===== src/rtl/loader_pkg.sv =====
// ============================================================================
//  Module      : loader_pkg
//  Description : Shared types and constants for the program loader slice.
//  Revision    : 1.0 - initial release
// ============================================================================
`default_nettype none

package loader_pkg;

    localparam int BYTES_PER_WORD = 4;

    localparam logic [6:0] OP_IMM = 7'b0010011;
    localparam logic [6:0] OP     = 7'b0110011;

    typedef enum logic [2:0] {
        ST_IDLE  = 3'd0,
        ST_RECV  = 3'd1,
        ST_WRITE = 3'd2,
        ST_CHECK = 3'd3,
        ST_DONE  = 3'd4
    } state_t;

    // True when the byte about to be accepted completes a word.
    function automatic logic is_last_byte(input logic [1:0] idx);
        return idx == 2'(BYTES_PER_WORD - 1);
    endfunction

endpackage

`default_nettype wire


===== src/rtl/program_loader_if.sv =====
// ============================================================================
//  Module      : program_loader_if
//  Description : Byte-stream input and program-memory write port bundle.
//                master = the loader, slave = byte source plus memory.
//  Revision    : 1.0 - initial release
// ============================================================================
`default_nettype none

interface program_loader_if #(
    parameter int ADDR_WIDTH = 5
);
    logic                  byte_valid;
    logic [7:0]            byte_data;
    logic                  byte_ready;
    logic                  mem_we;
    logic [ADDR_WIDTH-1:0] mem_addr;
    logic [31:0]           mem_wdata;

    modport master (
        input  byte_valid,
        input  byte_data,
        output byte_ready,
        output mem_we,
        output mem_addr,
        output mem_wdata
    );

    modport slave (
        output byte_valid,
        output byte_data,
        input  byte_ready,
        input  mem_we,
        input  mem_addr,
        input  mem_wdata
    );
endinterface

`default_nettype wire


===== src/rtl/byte_assembler.sv =====
// ============================================================================
//  Module      : byte_assembler
//  Description : Packs a byte stream little-endian into a 32-bit word and
//                tracks the byte index within the word.
//  Revision    : 1.0 - initial release
// ============================================================================
`default_nettype none

module byte_assembler
    import loader_pkg::*;
(
    input  logic        clk,
    input  logic        rst_n,
    input  logic        clr_i,
    input  logic        shift_en_i,
    input  logic [7:0]  byte_i,
    output logic [31:0] word_o,
    output logic [1:0]  idx_o
);

    logic [31:0] word_q, word_d;
    logic [1:0]  idx_q,  idx_d;

    always_comb begin
        word_d = word_q;
        idx_d  = idx_q;
        if (clr_i) begin
            idx_d = 2'd0;
        end else if (shift_en_i) begin
            word_d[{idx_q, 3'b000} +: 8] = byte_i;
            idx_d                        = idx_q + 2'd1;
        end
    end

    always_ff @(posedge clk or negedge rst_n) begin
        if (!rst_n) begin
            word_q <= '0;
            idx_q  <= '0;
        end else begin
            word_q <= word_d;
            idx_q  <= idx_d;
        end
    end

    assign word_o = word_q;
    assign idx_o  = idx_q;

endmodule

`default_nettype wire


===== src/rtl/program_loader.sv =====
// ============================================================================
//  Module      : program_loader
//  Description : Loads len 32-bit words from a byte stream into program memory
//                and holds the core in reset until the load completes.
//                Optional trailer checksum: PROGRAM_LOADER_CHECKSUM_EN.
//  Revision    : 1.0 - initial release
// ============================================================================
`default_nettype none

module program_loader
    import loader_pkg::*;
#(
    parameter int ADDR_WIDTH = 5,
    parameter int WORD_WIDTH = 32
)(
    input  logic                clk,
    input  logic                reset,
    input  logic                start,
    input  logic [ADDR_WIDTH:0] len,
    program_loader_if.master    bus,
    output logic                core_reset,
    output logic                busy,
    output logic                done,
    output logic                error
);

    localparam logic [ADDR_WIDTH:0] c_max_len = (ADDR_WIDTH+1)'(1) << ADDR_WIDTH;
    localparam logic [ADDR_WIDTH:0] c_one_len = (ADDR_WIDTH+1)'(1);

    state_t                state_q, state_d;
    logic [ADDR_WIDTH:0]   len_q,   len_d;
    logic [ADDR_WIDTH-1:0] cnt_q,   cnt_d;
    logic [ADDR_WIDTH-1:0] addr_q,  addr_d;
    logic                  done_q,  done_d;
    logic                  error_q, error_d;
`ifdef PROGRAM_LOADER_CHECKSUM_EN
    logic [7:0]            csum_q,  csum_d;
`endif

    logic                  w_asm_clr;
    logic                  w_asm_shift;
    logic [WORD_WIDTH-1:0] w_word;
    logic [1:0]            w_idx;
    logic                  w_start_acc;
    logic                  w_last_word;

    byte_assembler u_asm (
        .clk        (clk),
        .rst_n      (reset),
        .clr_i      (w_asm_clr),
        .shift_en_i (w_asm_shift),
        .byte_i     (bus.byte_data),
        .word_o     (w_word),
        .idx_o      (w_idx)
    );

    // Only an idle or finished loader reacts to start; mid-load starts are dropped.
    assign w_start_acc = start && ((state_q == ST_IDLE) || (state_q == ST_DONE));
    assign w_last_word = ({1'b0, cnt_q} == (len_q - c_one_len));

    always_comb begin
        state_d     = state_q;
        len_d       = len_q;
        cnt_d       = cnt_q;
        addr_d      = addr_q;
        done_d      = done_q;
        error_d     = error_q;
        w_asm_clr   = 1'b0;
        w_asm_shift = 1'b0;
`ifdef PROGRAM_LOADER_CHECKSUM_EN
        csum_d      = csum_q;
`endif

        case (state_q)
            ST_RECV: begin
                if (bus.byte_valid) begin
                    w_asm_shift = 1'b1;
`ifdef PROGRAM_LOADER_CHECKSUM_EN
                    csum_d      = csum_q ^ bus.byte_data;
`endif
                    if (is_last_byte(w_idx)) begin
                        state_d = ST_WRITE;
                    end
                end
            end
            ST_WRITE: begin
                if (w_last_word) begin
`ifdef PROGRAM_LOADER_CHECKSUM_EN
                    state_d = ST_CHECK;
`else
                    state_d = ST_DONE;
                    done_d  = 1'b1;
`endif
                end else begin
                    addr_d  = addr_q + ADDR_WIDTH'(1);
                    cnt_d   = cnt_q + ADDR_WIDTH'(1);
                    state_d = ST_RECV;
                end
            end
`ifdef PROGRAM_LOADER_CHECKSUM_EN
            ST_CHECK: begin
                if (bus.byte_valid) begin
                    if (bus.byte_data == csum_q) begin
                        state_d = ST_DONE;
                        done_d  = 1'b1;
                    end else begin
                        state_d = ST_IDLE;
                        error_d = 1'b1;
                    end
                end
            end
`endif
            default: ;
        endcase

        if (w_start_acc) begin
            done_d  = 1'b0;
            error_d = 1'b0;
            if (len == '0) begin
`ifdef PROGRAM_LOADER_CHECKSUM_EN
                // An empty program still carries a trailer, which must be 0x00.
                state_d = ST_CHECK;
                csum_d  = 8'h00;
`else
                state_d = ST_DONE;
                done_d  = 1'b1;
`endif
            end else if (len > c_max_len) begin
                state_d = ST_IDLE;
                error_d = 1'b1;
            end else begin
                state_d   = ST_RECV;
                len_d     = len;
                cnt_d     = '0;
                addr_d    = '0;
                w_asm_clr = 1'b1;
`ifdef PROGRAM_LOADER_CHECKSUM_EN
                csum_d    = 8'h00;
`endif
            end
        end
    end

    always_ff @(posedge clk or negedge reset) begin
        if (!reset) begin
            state_q <= ST_IDLE;
            len_q   <= '0;
            cnt_q   <= '0;
            addr_q  <= '0;
            done_q  <= 1'b0;
            error_q <= 1'b0;
`ifdef PROGRAM_LOADER_CHECKSUM_EN
            csum_q  <= 8'h00;
`endif
        end else begin
            state_q <= state_d;
            len_q   <= len_d;
            cnt_q   <= cnt_d;
            addr_q  <= addr_d;
            done_q  <= done_d;
            error_q <= error_d;
`ifdef PROGRAM_LOADER_CHECKSUM_EN
            csum_q  <= csum_d;
`endif
        end
    end

    assign bus.byte_ready = (state_q == ST_RECV) || (state_q == ST_CHECK);
    assign bus.mem_we     = (state_q == ST_WRITE);
    assign bus.mem_addr   = addr_q;
    assign bus.mem_wdata  = w_word;

    assign core_reset = (state_q != ST_DONE);
    assign busy       = (state_q == ST_RECV) || (state_q == ST_WRITE) || (state_q == ST_CHECK);
    assign done       = done_q;
    assign error      = error_q;

endmodule

`default_nettype wire


===== src/flat_wrapper.sv =====
// flat-port wrapper written by rule: the top's interface ports become plain ports
module program_loader_flat import loader_pkg::*;
#(
    parameter int ADDR_WIDTH = 5,
    parameter int WORD_WIDTH = 32
)
  (clk, reset, start, len, core_reset, busy, done, error, bus_byte_valid, bus_byte_data, bus_byte_ready, bus_mem_we, bus_mem_addr, bus_mem_wdata);
  program_loader_if #(.ADDR_WIDTH(ADDR_WIDTH)) bus_i ();
  input  logic clk;
  input  logic reset;
  input  logic start;
  input  logic [ADDR_WIDTH:0] len;
  output logic core_reset;
  output logic busy;
  output logic done;
  output logic error;
  input wire logic [$bits(bus_i.byte_valid)-1:0] bus_byte_valid;
  input wire logic [$bits(bus_i.byte_data)-1:0] bus_byte_data;
  output wire logic [$bits(bus_i.byte_ready)-1:0] bus_byte_ready;
  output wire logic [$bits(bus_i.mem_we)-1:0] bus_mem_we;
  output wire logic [$bits(bus_i.mem_addr)-1:0] bus_mem_addr;
  output wire logic [$bits(bus_i.mem_wdata)-1:0] bus_mem_wdata;
  assign bus_i.byte_valid = bus_byte_valid;
  assign bus_i.byte_data = bus_byte_data;
  assign bus_byte_ready = bus_i.byte_ready;
  assign bus_mem_we = bus_i.mem_we;
  assign bus_mem_addr = bus_i.mem_addr;
  assign bus_mem_wdata = bus_i.mem_wdata;
  program_loader #(.ADDR_WIDTH(ADDR_WIDTH), .WORD_WIDTH(WORD_WIDTH)) u_core (.clk(clk), .reset(reset), .start(start), .len(len), .bus(bus_i), .core_reset(core_reset), .busy(busy), .done(done), .error(error));
endmodule

===== config.mk =====
export PLATFORM = sky130hd
export DESIGN_NAME = program_loader_flat
export DESIGN_NICKNAME = d
export VERILOG_FILES = /design/src/rtl/loader_pkg.sv /design/src/rtl/program_loader_if.sv /design/src/rtl/byte_assembler.sv /design/src/rtl/program_loader.sv /design/src/flat_wrapper.sv
export SDC_FILE = /design/constraint.sdc
export NUM_CORES = 1
export LEC_CHECK = 0
export ABC_AREA = 1
export CORE_MARGIN = 2
export CORE_UTILIZATION = 25
export CTS_CLUSTER_DIAMETER = 120
export DETAILED_ROUTE_END_ITERATION = 16
export MAX_ROUTING_LAYER = met4
export SLEW_MARGIN = 40
export SYNTH_ARGS = -nofsm -noshare
export SYNTH_HDL_FRONTEND = slang
export SYNTH_SLANG_ARGS = --single-unit

===== constraint.sdc =====
create_clock -name clk -period 2.18 [get_ports clk]
set_input_delay 0.218 -clock clk [delete_from_list [all_inputs] [get_ports clk]]
set_output_delay 0.218 -clock clk [all_outputs]
set_load 0.01 [all_outputs]

==> results of run 1 <==
==> flip-flops by register name (all words and copies together), names as in the netlist <==
name	cells
u_core.len_q	6
u_core.bus.mem_addr	5
u_core.u_asm.word_o	32
u_core.state_q	3
u_core.u_asm.idx_o	2
u_core.cnt_q	5
u_core.done	1
u_core.error	1
==> final timing paths <==
| kind | slack (ns) | end | start |
|---|---|---|---|
| hold reg to reg | 0.49 | u_core.done | u_core.done |
| min in group clk | 0.49 | u_core.done | u_core.done |
| hold / removal | 0.46 | u_core.u_asm.word_o[14] | reset |
| setup reg to reg | 0.34 | u_core.u_asm.word_o[6] | u_core.u_asm.idx_o[0] |
| setup / recovery | 0.34 | u_core.u_asm.word_o[6] | u_core.u_asm.idx_o[0] |
| max in group asynchronous | 1.15 | u_core.cnt_q[2] | reset |
==> Yosys cell counts (all sizes together) <==
master | count | area, sq um
a21oi | 7 | 35.0
o22ai | 1 | 6.26
buf | 7 | 55.1
nand3 | 35 | 190
nand2 | 89 | 344
nand4 | 25 | 188
nor2 | 32 | 168
nor3 | 3 | 26.3
xor2 | 2 | 17.5
inv | 38 | 143
ha | 9 | 113
clkbuf | 4 | 15.0
o21ai | 40 | 200
dfrtp | 55 | 1380
==> power groups by stage <==
| stage | registers, W | clock network [W] | logic (W) |
|---|---|---|---|
| 4_1_cts | 0.00102 | 0.000841 | 0.0000757 |
| 3_5_place_dp | 0.00104 | 0 | 0.0000740 |
| 6_report | 0.00102 | 0.000810 | 0.0000731 |
| 2_1_floorplan | 0.00104 | 0 | 0.00000379 |
| 3_3_place_gp | 0.00104 | 0 | 0.0000730 |
| 5_1_grt | 0.00102 | 0.000882 | 0.0000816 |
==> cell families after synthesis <==
kind of cell | share of synthesized area (%)
and+or+nand+nor | 31.8
buffers and inverters | 7.39
DFF | 47.8
xor gates and xnor gates | 0.609
adders and majority gates | 3.91
AOI/OAI and AO/OA | 8.39
==> cell type report <==
cell class | count | area (sq um) | area share, %
Sequential cell | 55 | 1380 | 36.2
Inverter | 38 | 143 | 3.75
Timing Repair Buffer | 69 | 678 | 17.8
Clock buffer | 5 | 125 | 3.29
Tap cell | 143 | 179 | 4.70
Clock inverter | 2 | 17.5 | 0.460
Multi-Input combinational cell | 243 | 1290 | 33.8
==> per-stage QoR <==
step	setup slack (ns)	cell area [sq um]	util (%)	instances	power, W
finish	0.342	3810	33.6	555	0.00190
global route	0.138	3810	33.6	555	0.00198
CTS	0.320	3810	33.6	555	0.00194
detailed placement	0.347	3650	32.3	547	0.00111
global placement	0.393	3650	32.3	547	0.00111
floorplan	0.165	2880	-	347	0.00104
==> metal layers <==
metal / track usage, % / wire length (um)
met2: 20.8 / 3590
met3: 2.79 / 291
met5: - / 0
met4: 2.72 / 73
met1: 15.6 / 3390
==> critical path, stage by stage (launching register included) <==
cell and delay (ns):
dfrtp_1 0.59, inv_1 0.11, ha_1 0.32, inv_1 0.09
nand2_1 0.05, nor2_1 0.39, nand3_1 0.15, nand2_1 0.08
==> impl_metrics.yaml, run 1 <==
status:
  outcome: "finished clean"
grt:
  grt_overflow: 0
  grt_pass1_vias: 2501
  antenna_found_initial: 0
  grt_pass1_wl_um: 12300
  grt_max_degree: 40
  grt.total_usage_pct: 12.5
layout:
  num-nets-final: 439
  antenna_cells: 0
  drive_gt1_share_pct: 10.7
  final_common_cell: "nand2_1"
  area_growth_pct: 32.3
  fill_cells: 1177
  final_cell_mix: "nand2_1, clkdlybuf4s50_1, dfrtp_1"
detailed_routing:
  vias: 2511
  drt_pass1_iterations: 4
  initialDrtViolationCount: 109
  via_per_inst: 4.52
  finalWirelength_um: 7350
  antenna_left: 0
  wire_per_inst_um: 13.2
  drc: 0
floorplan:
  die_h_um: 111
  die_w_um: 111
  die_area_sq_um: 12400
  start_util_pct: 25.4
  design.core.area_sq_um: 11300
  rows: 39
  ios: 61
placed_design:
  place_hpwl_um: 5400
  place.port_buffers: 60
  place_congestion: 0.790
setup_path:
  worst-r2r-cell-count: 7
  end_kind: "flip-flop"
  crit_fanout: 13
  cp.arrival_ns: 2.07
  required_ns: 2.42
  startpoint_type: "flip-flop"
  worstSetupPathType: "reg2reg"
timing:
  post-route-min-period_ns: 1.84
  tightest_slew_ns: 0.590
  finalSetupTns_ns: 0
  slew_headroom_pct: 60.7
  slew_violations: 0
  max_freq_ghz: 0.544
  whs_ns: 0.455
  finalCritPeriodShare_pct: 84.3
  setup_viol: 0
  rsz0062_at_grt: "no"
  finClkSkew_ns: 0.00661
  hold_violations: 0
clock_tree:
  holdBufCountCts: 1
  numCtsBuffers: 5
  insertion_delay_ns: 0.29
  clockRootBuffer: "clkbuf_16"
  cts_tree: "yes"
  htreeDepth: 2
  post-cts-setup-buffers: 0
  ctsResizeCount: 0
  cts_buffer_depth: 2
  cts.sink_count: 55
  clk_pin_slew_ns: 0.07
power:
  seqPwrFrac_pct: 53.6
  p_leak_nw: 1.96
  power_switching_w: 0.000424
  combPwrFrac_pct: 3.8
  peakVddDrop_uv: 306
  switching_share_pct: 22.3
  p_int_w: 0.00148
  p_per_area_nw_per_um2: 500
  clock_power_share_pct: 42.6
hold_path:
  holdCritPathClass: "in2async"
synth:
  syn-cell-area_sq_um: 2880
  yosysSeqAreaShare_pct: 47.8
  synth_seq_cells: 55
  syn-num-nets: 374
  synth_cell_type_count: 25
  synth_area_per_cell_sq_um: 8.29
  postSynthCellCount: 347
  ys.warnings.count: 0
flow_run:
  cap_violations: 0
(Power assumes the default switching activity.)
==> inputs of run 2 (changes only) <==
==> constraint.sdc (replaced) <==
create_clock -name clk -period 1.81 [get_ports clk]
set_input_delay 0.181 -clock clk [delete_from_list [all_inputs] [get_ports clk]]
set_output_delay 0.181 -clock clk [all_outputs]
set_load 0.01 [all_outputs]
==> run 2 against run 1 <==
Net effect: core utilization is 1.1 points higher; clock power is 27% higher; largest cell class unchanged; die area stayed put; first-iteration DRC count is 42% lower; critical path depth is 4 lower; register-to-register slack worse by 0.18 ns; sequential power is 21% higher.
==> impl_metrics.yaml, run 2 (synthesis results as in run 1) <==
setup_path:
  startpoint_type: "flip-flop"
  cp.arrival_ns: 1.50
  path_cells: "nor2_2, nand2_1, clkdlybuf4s50_1"
  r2r-start: "u_core.len_q[1]"
  required_ns: 1.63
  end_kind: "output port"
  startpoint: "u_core.state_q[0]"
  critPathSlowestCell: "clkdlybuf4s50_1"
  cp_num_buf_inv: 1
  crit_fanout: 4
  cp_top_family: "buffers and inverters"
  crit_path_max_incr_delay_ns: 0.48
  worstSetupPathType: "reg2out"
clock_tree:
  insertion_delay_ns: 0.30
  htreeDepth: 2
  cts_tree: "yes"
  clockRootBuffer: "clkbuf_16"
  cts_buffer_depth: 2
  cts.sink_count: 55
  post-cts-setup-buffers: 0
  clk_pin_slew_ns: 0.08
  numCtsBuffers: 5
detailed_routing:
  initialDrtViolationCount: 63
  drt_pass1_iterations: 4
  topRoutingLayerUsed: "met4"
  wl_met2_um: 3750
  finalWirelength_um: 7640
  via_per_inst: 4.62
  drc: 0
  vias: 2587
  wire_per_inst_um: 13.6
  wl_met3_um: 369
  wl_met1_um: 3390
  antenna_left: 0
placed_design:
  place_congestion: 0.785
  post-place-ws_ns: 0.0729
  place.port_buffers: 60
  placed_cells: 550
  place_hpwl_um: 5390
status:
  outcome: "finished clean"
timing:
  setup_viol: 0
  max_freq_ghz: 0.594
  slew_headroom_pct: 64.4
  finalSetupTns_ns: 0
  hold_violations: 0
  tightest_slew_ns: 0.533
  timing.final.ws_setup_ns: 0.126
  slew_violations: 0
  rsz0062_at_grt: "no"
  finalCritPeriodShare_pct: 93.1
  finClkSkew_ns: 0.00619
  post-route-min-period_ns: 1.68
layout:
  drive_gt1_share_pct: 12.9
  fill_cells: 1169
  final_cell_mix: "nand2_1, clkdlybuf4s50_1, dfrtp_1"
  multi_input_area_sq_um: 1350
  antenna_cells: 0
  seqCellArea_sq_um: 1380
  area_growth_pct: 36.7
  num-nets-final: 443
  largest_register_ffs: 32
  final_common_cell: "nand2_1"
  instances_no_fill: 560
grt:
  grt_max_degree: 40
  grt.total_usage_pct: 13.0
  antenna_found_initial: 0
  grt_pass1_vias: 2621
  grt_overflow: 0
  grt_pass1_wl_um: 12900
flow_run:
  cap_violations: 0
power:
  p_leak_nw: 2.02
  peakVddDrop_uv: 358
  p_per_area_nw_per_um2: 598
floorplan:
  die_area_sq_um: 12400
  die_h_um: 111
  start_util_pct: 25.4
  design.core.area_sq_um: 11300
  ios: 61
  die_w_um: 111
  rows: 39
hold_path:
  holdCritPathClass: "in2async"
## run 2: path summary, 6_finish.rpt
| kind | slack [ns] | cells past startpoint | end |
|---|---|---|---|
| worst min-delay path | 0.38 | 2 | u_core.u_asm.word_o[9] |
| worst max-delay path | 0.13 | 3 | core_reset |
| worst min register to register | 0.48 | 2 | u_core.done |
| worst max register to register | 0.16 | 10 | u_core.cnt_q[0] |
| max in group asynchronous | 0.85 | 3 | u_core.bus.mem_addr[4] |
| min in group clk | 0.48 | 2 | u_core.done |
## run 2: what timing repair did
| item | 4_1_cts | 5_1_grt |
|---|---|---|
| gates cloned | 0 | 1 |
| pin swaps | 0 | 4 |
| endpoints found under the hold margin | 20 | 0 |
| endpoints found under the setup margin | 1 | 15 |
| gates resized for setup | 0 | 10 |
| hold buffers | 1 | 0 |
## run 2: layout make-up
| type | instances | share of cell area [%] |
|---|---|---|
| timing repair buffer | 72 | 18.5 |
| tap | 143 | 4.55 |
| inverter | 38 | 3.63 |
| clock inverter | 2 | 0.477 |
| clock buffer | 6 | 3.53 |
| sequential | 55 | 35.0 |
| multi-input combinational | 244 | 34.3 |
## run 2: worst reg2reg max path: stages, from the launching register on
cell and delay [ns]:
dfrtp_1 0.39, inv_2 0.06, ha_4 0.26, xor2_1 0.16, nand3_2 0.10, nor2_4 0.20, nand2_8 0.11, nand2_8 0.10
nand2_1 0.05, nand2_1 0.06, nor2_1 0.04
## run 2: layer usage
metal / vias to the layer above / track usage (%)
met4: 0 / 3.62
met5: - / -
li1: 1286 / -
met3: 12 / 3.01
met2: 70 / 21.1
met1: 1219 / 16.4
## run 2: through the flow
step | util [%] | total power (W) | cell area [sq um] | hold WS [ns]
4_1_cts | 34.2 | 0.00239 | 3880 | 0.387
5_1_grt | 34.7 | 0.00243 | 3930 | 0.416
3_3_place_gp | 32.8 | 0.00134 | 3710 | 0.178
3_5_place_dp | 32.8 | 0.00134 | 3710 | 0.195
6_report | 34.7 | 0.00235 | 3930 | 0.382
2_1_floorplan | - | 0.00126 | 2890 | -0.115
## run 2: where the power goes
part / internal [W] / switching, W / leakage (nW)
Clock: 0.000562 / 0.000471 / 0.0750
Sequential: 0.00123 / 0 / 0.727
Combinational: 0.0000396 / 0.0000516 / 1.22
